File: src/rtl/seq_pkg.sv
// seq_pkg: shared width defaults and 1011 detector state encodings
package seq_pkg;
    localparam int TS_W_DEF  = 16;
    localparam int CNT_W_DEF = 16;
    localparam int DEPTH_DEF = 8;
    typedef enum logic [2:0] {IDLE, SEQ_1, SEQ_10, SEQ_101, SEQ_1011} det_state_e;
endpackage

File: src/rtl/seq_sync_fifo.sv
// seq_sync_fifo: timestamp FIFO with registered head, level-based full/empty
module seq_sync_fifo import seq_pkg::*; #(
    parameter int DEPTH = DEPTH_DEF,
    parameter int W     = TS_W_DEF,
    localparam int AW   = $clog2(DEPTH),
    localparam int LW   = AW + 1
) (
    input  logic          clk,
    input  logic          reset_n,
    input  logic          push,
    input  logic          pop,
    input  logic          flush,
    input  logic [W-1:0]  din,
    output logic [W-1:0]  dout,
    output logic [LW-1:0] level,
    output logic          full,
    output logic          empty
);
    logic [W-1:0]  mem [DEPTH];
    logic [AW-1:0] rd_ptr, wr_ptr, rd_nxt;
    logic [LW-1:0] lvl_nxt;
    logic          do_push, do_pop;
    assign full  = level == LW'(DEPTH);
    assign empty = level == '0;
    // a pop frees the slot a same-cycle push into a full FIFO needs
    always_comb begin
        do_pop  = pop & ~empty;
        do_push = push & (~full | do_pop);
        rd_nxt  = do_pop ? rd_ptr + 1'b1 : rd_ptr;
        lvl_nxt = level + LW'(do_push) - LW'(do_pop);
    end
    // storage array, no reset needed since level gates visibility
    always_ff @(posedge clk) begin
        if (do_push) mem[wr_ptr] <= din;
    end
    // pointers, occupancy and registered head; head holds its value when empty
    always_ff @(posedge clk or negedge reset_n) begin
        if (!reset_n) begin
            rd_ptr <= '0;
            wr_ptr <= '0;
            level  <= '0;
            dout   <= '0;
        end else if (flush) begin
            rd_ptr <= '0;
            wr_ptr <= '0;
            level  <= '0;
        end else begin
            rd_ptr <= rd_nxt;
            wr_ptr <= wr_ptr + AW'(do_push);
            level  <= lvl_nxt;
            dout   <= lvl_nxt == '0 ? dout : (do_push && wr_ptr == rd_nxt) ? din : mem[rd_nxt];
        end
    end
endmodule

File: src/rtl/seq_event_logger.sv
// seq_event_logger: counts and timestamps sequence detections into a FIFO
module seq_event_logger import seq_pkg::*; #(
    parameter int TS_W     = TS_W_DEF,
    parameter int CNT_W    = CNT_W_DEF,
    parameter int DEPTH    = DEPTH_DEF,
    parameter int EVT_EDGE = 0,
    localparam int LW      = $clog2(DEPTH) + 1
) (
    input  logic             clk,
    input  logic             reset_n,
    input  logic             seq_seen,
    input  logic             enable,
    input  logic             clear,
    output logic             ev_valid,
    input  logic             ev_ready,
    output logic [TS_W-1:0]  ev_ts,
    output logic [CNT_W-1:0] hit_count,
    output logic             overflow,
    output logic [LW-1:0]    level
);
    logic [TS_W-1:0] ts;
    logic            seq_q, evt, full, empty;
    assign ev_valid = ~empty;
    // event qualification: level or rising-edge mode, gated by enable
    always_comb evt = enable & (EVT_EDGE != 0 ? seq_seen & ~seq_q : seq_seen);
    // free-running timestamp and edge history, untouched by clear
    always_ff @(posedge clk or negedge reset_n) begin
        if (!reset_n) begin
            ts    <= '0;
            seq_q <= 1'b0;
        end else begin
            ts    <= ts + 1'b1;
            seq_q <= seq_seen;
        end
    end
    // saturating hit counter and sticky overflow on a dropped event
    always_ff @(posedge clk or negedge reset_n) begin
        if (!reset_n) begin
            hit_count <= '0;
            overflow  <= 1'b0;
        end else if (clear) begin
            hit_count <= '0;
            overflow  <= 1'b0;
        end else begin
            hit_count <= (evt && hit_count != '1) ? hit_count + 1'b1 : hit_count;
            overflow  <= overflow | (evt & full & ~ev_ready);
        end
    end
    seq_sync_fifo #(.DEPTH(DEPTH), .W(TS_W)) u_fifo (
        .clk     (clk),
        .reset_n (reset_n),
        .push    (evt & ~clear),
        .pop     (ev_ready),
        .flush   (clear),
        .din     (ts),
        .dout    (ev_ts),
        .level   (level),
        .full    (full),
        .empty   (empty)
    );
endmodule

File: config.mk
export PLATFORM = sky130hd
export DESIGN_NAME = seq_event_logger
export DESIGN_NICKNAME = d
export VERILOG_FILES = /design/src/rtl/seq_pkg.sv /design/src/rtl/seq_sync_fifo.sv /design/src/rtl/seq_event_logger.sv
export SDC_FILE = /design/constraint.sdc
export NUM_CORES = 1
export LEC_CHECK = 0
export ABC_AREA = 1
export CAP_MARGIN = 0
export CELL_PAD_IN_SITES_DETAIL_PLACEMENT = 0
export CELL_PAD_IN_SITES_GLOBAL_PLACEMENT = 1
export CORE_MARGIN = 2
export CORE_UTILIZATION = 25
export DETAILED_ROUTE_END_ITERATION = 6
export HOLD_SLACK_MARGIN = 0.05
export PLACE_DENSITY_LB_ADDON = 0.1
export SETUP_SLACK_MARGIN = 0.05
export SYNTH_ARGS = -nofsm -noshare
export SYNTH_HDL_FRONTEND = slang
export SYNTH_SLANG_ARGS = --single-unit
File: constraint.sdc
create_clock -name clk -period 7.8 [get_ports clk]
set_input_delay 1.56 -clock clk [delete_from_list [all_inputs] [get_ports clk]]
set_output_delay 1.56 -clock clk [all_outputs]
set_load 0.02 [all_outputs]
==> results.txt <==
- Prior to clock tree synthesis, the placed netlist has a worst setup slack of 2730 ps.
- PD cells: about 350 nW/um2
- The congestion estimate from routability-driven global placement came to between 0.7 and 0.8.
* Worst reg-to-reg path cell count: 16
- After layout, the worst setup slack is about 3300 ps.
* Latest clock arrival within the worst-skew pair: between 400 and 500 ps
* Global-route wire length before repair: 41400 um
- Core Box Area: ~34000 um2
- For this design the static power due to leakage is ~0.0043 uW.
* Setup repair after global routing missed its margin: no
* Library cell occupying the most area in the post-synthesis netlist: sky130_fd_sc_hd__edfxtp_1
- In the final design database the tool counted 948 nets.
- 0 antenna diodes ended up in the layout.
- Required time of the critical path: 8180 ps
* Number of buffer cells added on primary ports: 43
* Top cells by count, synth: sky130_fd_sc_hd__nand3_1 (215), sky130_fd_sc_hd__inv_1 (155), sky130_fd_sc_hd__nand2_1 (137)
- In this run the count of I/O pins placed on the die edge is 44.
- STA classifies the critical path startpoint as an input pin.
- Clock-pin slew on the worst setup and hold paths: around 70 ps
- Highest cell delay on the worst timing path: 840 ps
- Pin count of the biggest net entering global routing: 60
- Number of flops mapped to enable cells by yosys: 128
- In this run the remaining antenna-violating nets after routing total 0.
- Sequential fraction of the synthesis area: 60.9%
- Non-Filler Cell Area, Final: slightly above 10000 um2
- Final number of hold-violating endpoints: 0
- # Post-CTS Setup Buffers: 0
- Count of clock tree sinks: roughly 190
- Global routing used 15.8% of the available tracks across all layers.
* Hold buffer count at cts: 0
- Worst slew margin: between 30% and 40%
- Clock tree root buffer cell: sky130_fd_sc_hd__clkbuf_16
- TritonCTS built the clock tree.
- Vert. Die Dim: 191 um
- Cell depth of the worst hold path: 2
- Count of cell types in the netlist: 33
- Share of the cycle needed by the critical path after routing: 57.9%
- For this block, the routed nets add up to approximately 27000 um of wire.
- Timing would allow up to 221 MHz.
- Outcome: finished, final reports clean
- Cell area reported after detailed placement: just under 10000 um2
- Walking the worst path, the cells encountered are clkdlybuf4s50_1 -> clkinv_1 -> nand2_1 -> a21oi_2 -> ha_1 -> fa_1 -> xnor2_1 -> nor2_1 -> nor3_1 -> nand2_1 -> inv_1 -> nand2_1 -> nand2_1.
- Number of buffers created by CTS: 17
- Across the run, the number of max-cap violations was 0.
* Total Negative Setup Slacks: 0 ps
- Counting the fill cells in the layout gives ~3600.
- Seq cells post-synth: about 190
- The via count of the first global-routing pass came to roughly 6200.
- The max-slew violation total from the final report came to 0.
- Count of vias placed by the detailed router: 6208
* Maximum vdd ir drop: between 0.15 and 0.2 mV
- The completed layout was analyzed and its total power is 3610 uW.
* Die area: 36500 um2
* Fraction of layout cells with a size suffix above 1: under 10%
- The wire-length estimate of the detail-placed layout is 16300 um.
* Cells taking the most area after synthesis: sky130_fd_sc_hd__edfxtp_1 (44%), sky130_fd_sc_hd__dfrtp_1 (17%), sky130_fd_sc_hd__nand3_1 (12%), sky130_fd_sc_hd__inv_1 (6.7%), sky130_fd_sc_hd__nand2_1 (5.9%)
- The number of nets in the synthesized netlist is 916.
- Cells after synthesis: between 800 and 900
- First-iteration detailed-routing DRC count: around 420
* Number of DRC violations after detailed routing: 0
* Worst Path Class, Setup: input pin to register
* Signal arrival time at the worst endpoint: 4900 ps
- Area growth syn-to-layout: 17.9%
- The initialized floorplan defines approximately 70 standard-cell rows.
- Clock H-tree levels: 4
- In this run the worst path has a maximum fanout of 17.
- Quantity of gates resized following cts: 0
- Share of the synthesized area in the top cell type: 44.0%
* Netlist Area Pre-Place: between 8000 and 9000 um2
- Clock skew on the completed layout was measured at between 15 and 20 ps.
- A synthesized cell averages roughly 9.7 um2.
- During synthesis, Yosys emitted a total of 0 warnings.
- Effective utilization at floorplan: between 20% and 30%
- Dominant cell by count in the synthesized netlist: sky130_fd_sc_hd__nand3_1
- The worst hold path belongs to the class register to register.
* Detail-routed net length per standard cell: between 15 and 20 um
- The worst setup path is captured at a register.
- Primary flip-flop cell chosen by synthesis mapping: sky130_fd_sc_hd__edfxtp_1
* Avg Vias per Cell: between 4 and 5
- For this run, the detailed router's first-pass iteration total came to 5.
* Worst Tran Pin Value: just over 900 ps
* Final setup violation count: 0
- Cell mode on critical path: sky130_fd_sc_hd__nand2_1
- The initial antenna violation count is 0.
- Of all flip-flops after synthesis, the portion carrying an async set or reset was 31.6%.
- The largest individual stage delay along the critical path comes from the cell sky130_fd_sc_hd__clkdlybuf4s50_1.
- For this run the aggregate overflow at the end of global routing stands at 0.
- The worst path in the final design needs a cycle of 4520 ps, including I/O delays and setup.
- Max Buffers Root-to-Sink: 2
- Measured along the x axis, the die boundary spans 191 um.
==> power breakdown <==
part	switching, uW	internal, uW
registers	60.9	1120
logic	1060	452
clock network	445	468
total	1560	2040
==> flip-flops by register name (all words and copies together) (netlist names) <==
| name | cells |
|---|---|
| u_fifo.mem | 128 |
| hit_count | 16 |
| ts | 16 |
| u_fifo.dout | 16 |
| u_fifo.level | 4 |
| u_fifo.rd_ptr | 3 |
| u_fifo.wr_ptr | 3 |
| overflow | 1 |
==> layout make-up <==
| class | count | area, um2 | area share, % |
|---|---|---|---|
| inverter | 158 | 593 | 5.76 |
| clock buffer | 19 | 475 | 4.62 |
| clock inverter | 13 | 144 | 1.40 |
| timing repair buffer | 55 | 518 | 5.03 |
| sequential | 187 | 5320 | 51.7 |
| tap | 455 | 569 | 5.53 |
| multi-input combinational | 511 | 2680 | 26.0 |
==> critical path: cells and delay by family <==
kind | cells | cell delay (ps)
buf+inv | 3 | 1580
simple gates | 6 | 890
fa+ha+maj | 2 | 620
xor+xnor | 1 | 160
compound gates | 1 | 60
==> routing by layer <==
metal,GRT usage [%],routed length (um),vias up
li1,-,-,3054
met3,2.66,1030,22
met1,21.4,13000,3036
met4,4.41,279,0
met5,0,0,-
met2,26.0,13200,96
==> kinds of logic (layout without fill, tap and decap cells) <==
| family | Yosys count | after routing | synth area share [%] |
|---|---|---|---|
| simple gates | 456 | 456 | 24.9 |
| xor+xnor | 17 | 17 | 1.70 |
| fa+ha+maj | 12 | 12 | 1.80 |
| flops | 187 | 187 | 60.9 |
| compound gates | 26 | 26 | 1.58 |
| buf+inv | 200 | 245 | 9.07 |
==> worst paths after layout <==
kind / startpoint / endpoint / slack [ps]
hold reg to reg: u_fifo.dout[15] / u_fifo.dout[15] / 490
setup reg to reg: u_fifo.level[2] / u_fifo.dout[1] / 4340
max in group asynchronous: reset_n / ts[2] / 6020
min in group asynchronous: reset_n / hit_count[1] / 1200
setup / recovery: clear / u_fifo.dout[1] / 3280
hold / removal: u_fifo.dout[15] / u_fifo.dout[15] / 490
==> per-stage QoR <==
| stage | instances | utilization [%] | hold slack, ps |
|---|---|---|---|
| final | 1398 | 29.9 | 493 |
| after global routing | 1398 | 29.9 | 520 |
| after CTS | 1398 | 29.9 | 500 |
| after detailed placement | 1366 | 28.1 | 466 |
| after global placement | 1366 | 28.1 | 475 |
| after floorplan | 898 | - | 496 |
==> placed cells by master (no fill, tap or decap), drive strengths merged, types with 11 or more instances in the layout <==
cell type and n:
nand3 216, o21ai 12, nand3b 18, inv 164
nor2 43, xor2 11, edfxtp 128, nor3 12
nand2 142, dfrtp 59, ha 11, clkdlybuf4s50 42
buf 13, a21oi 12, clkbuf 19, nand4 19
(Power assumes the default switching activity.)
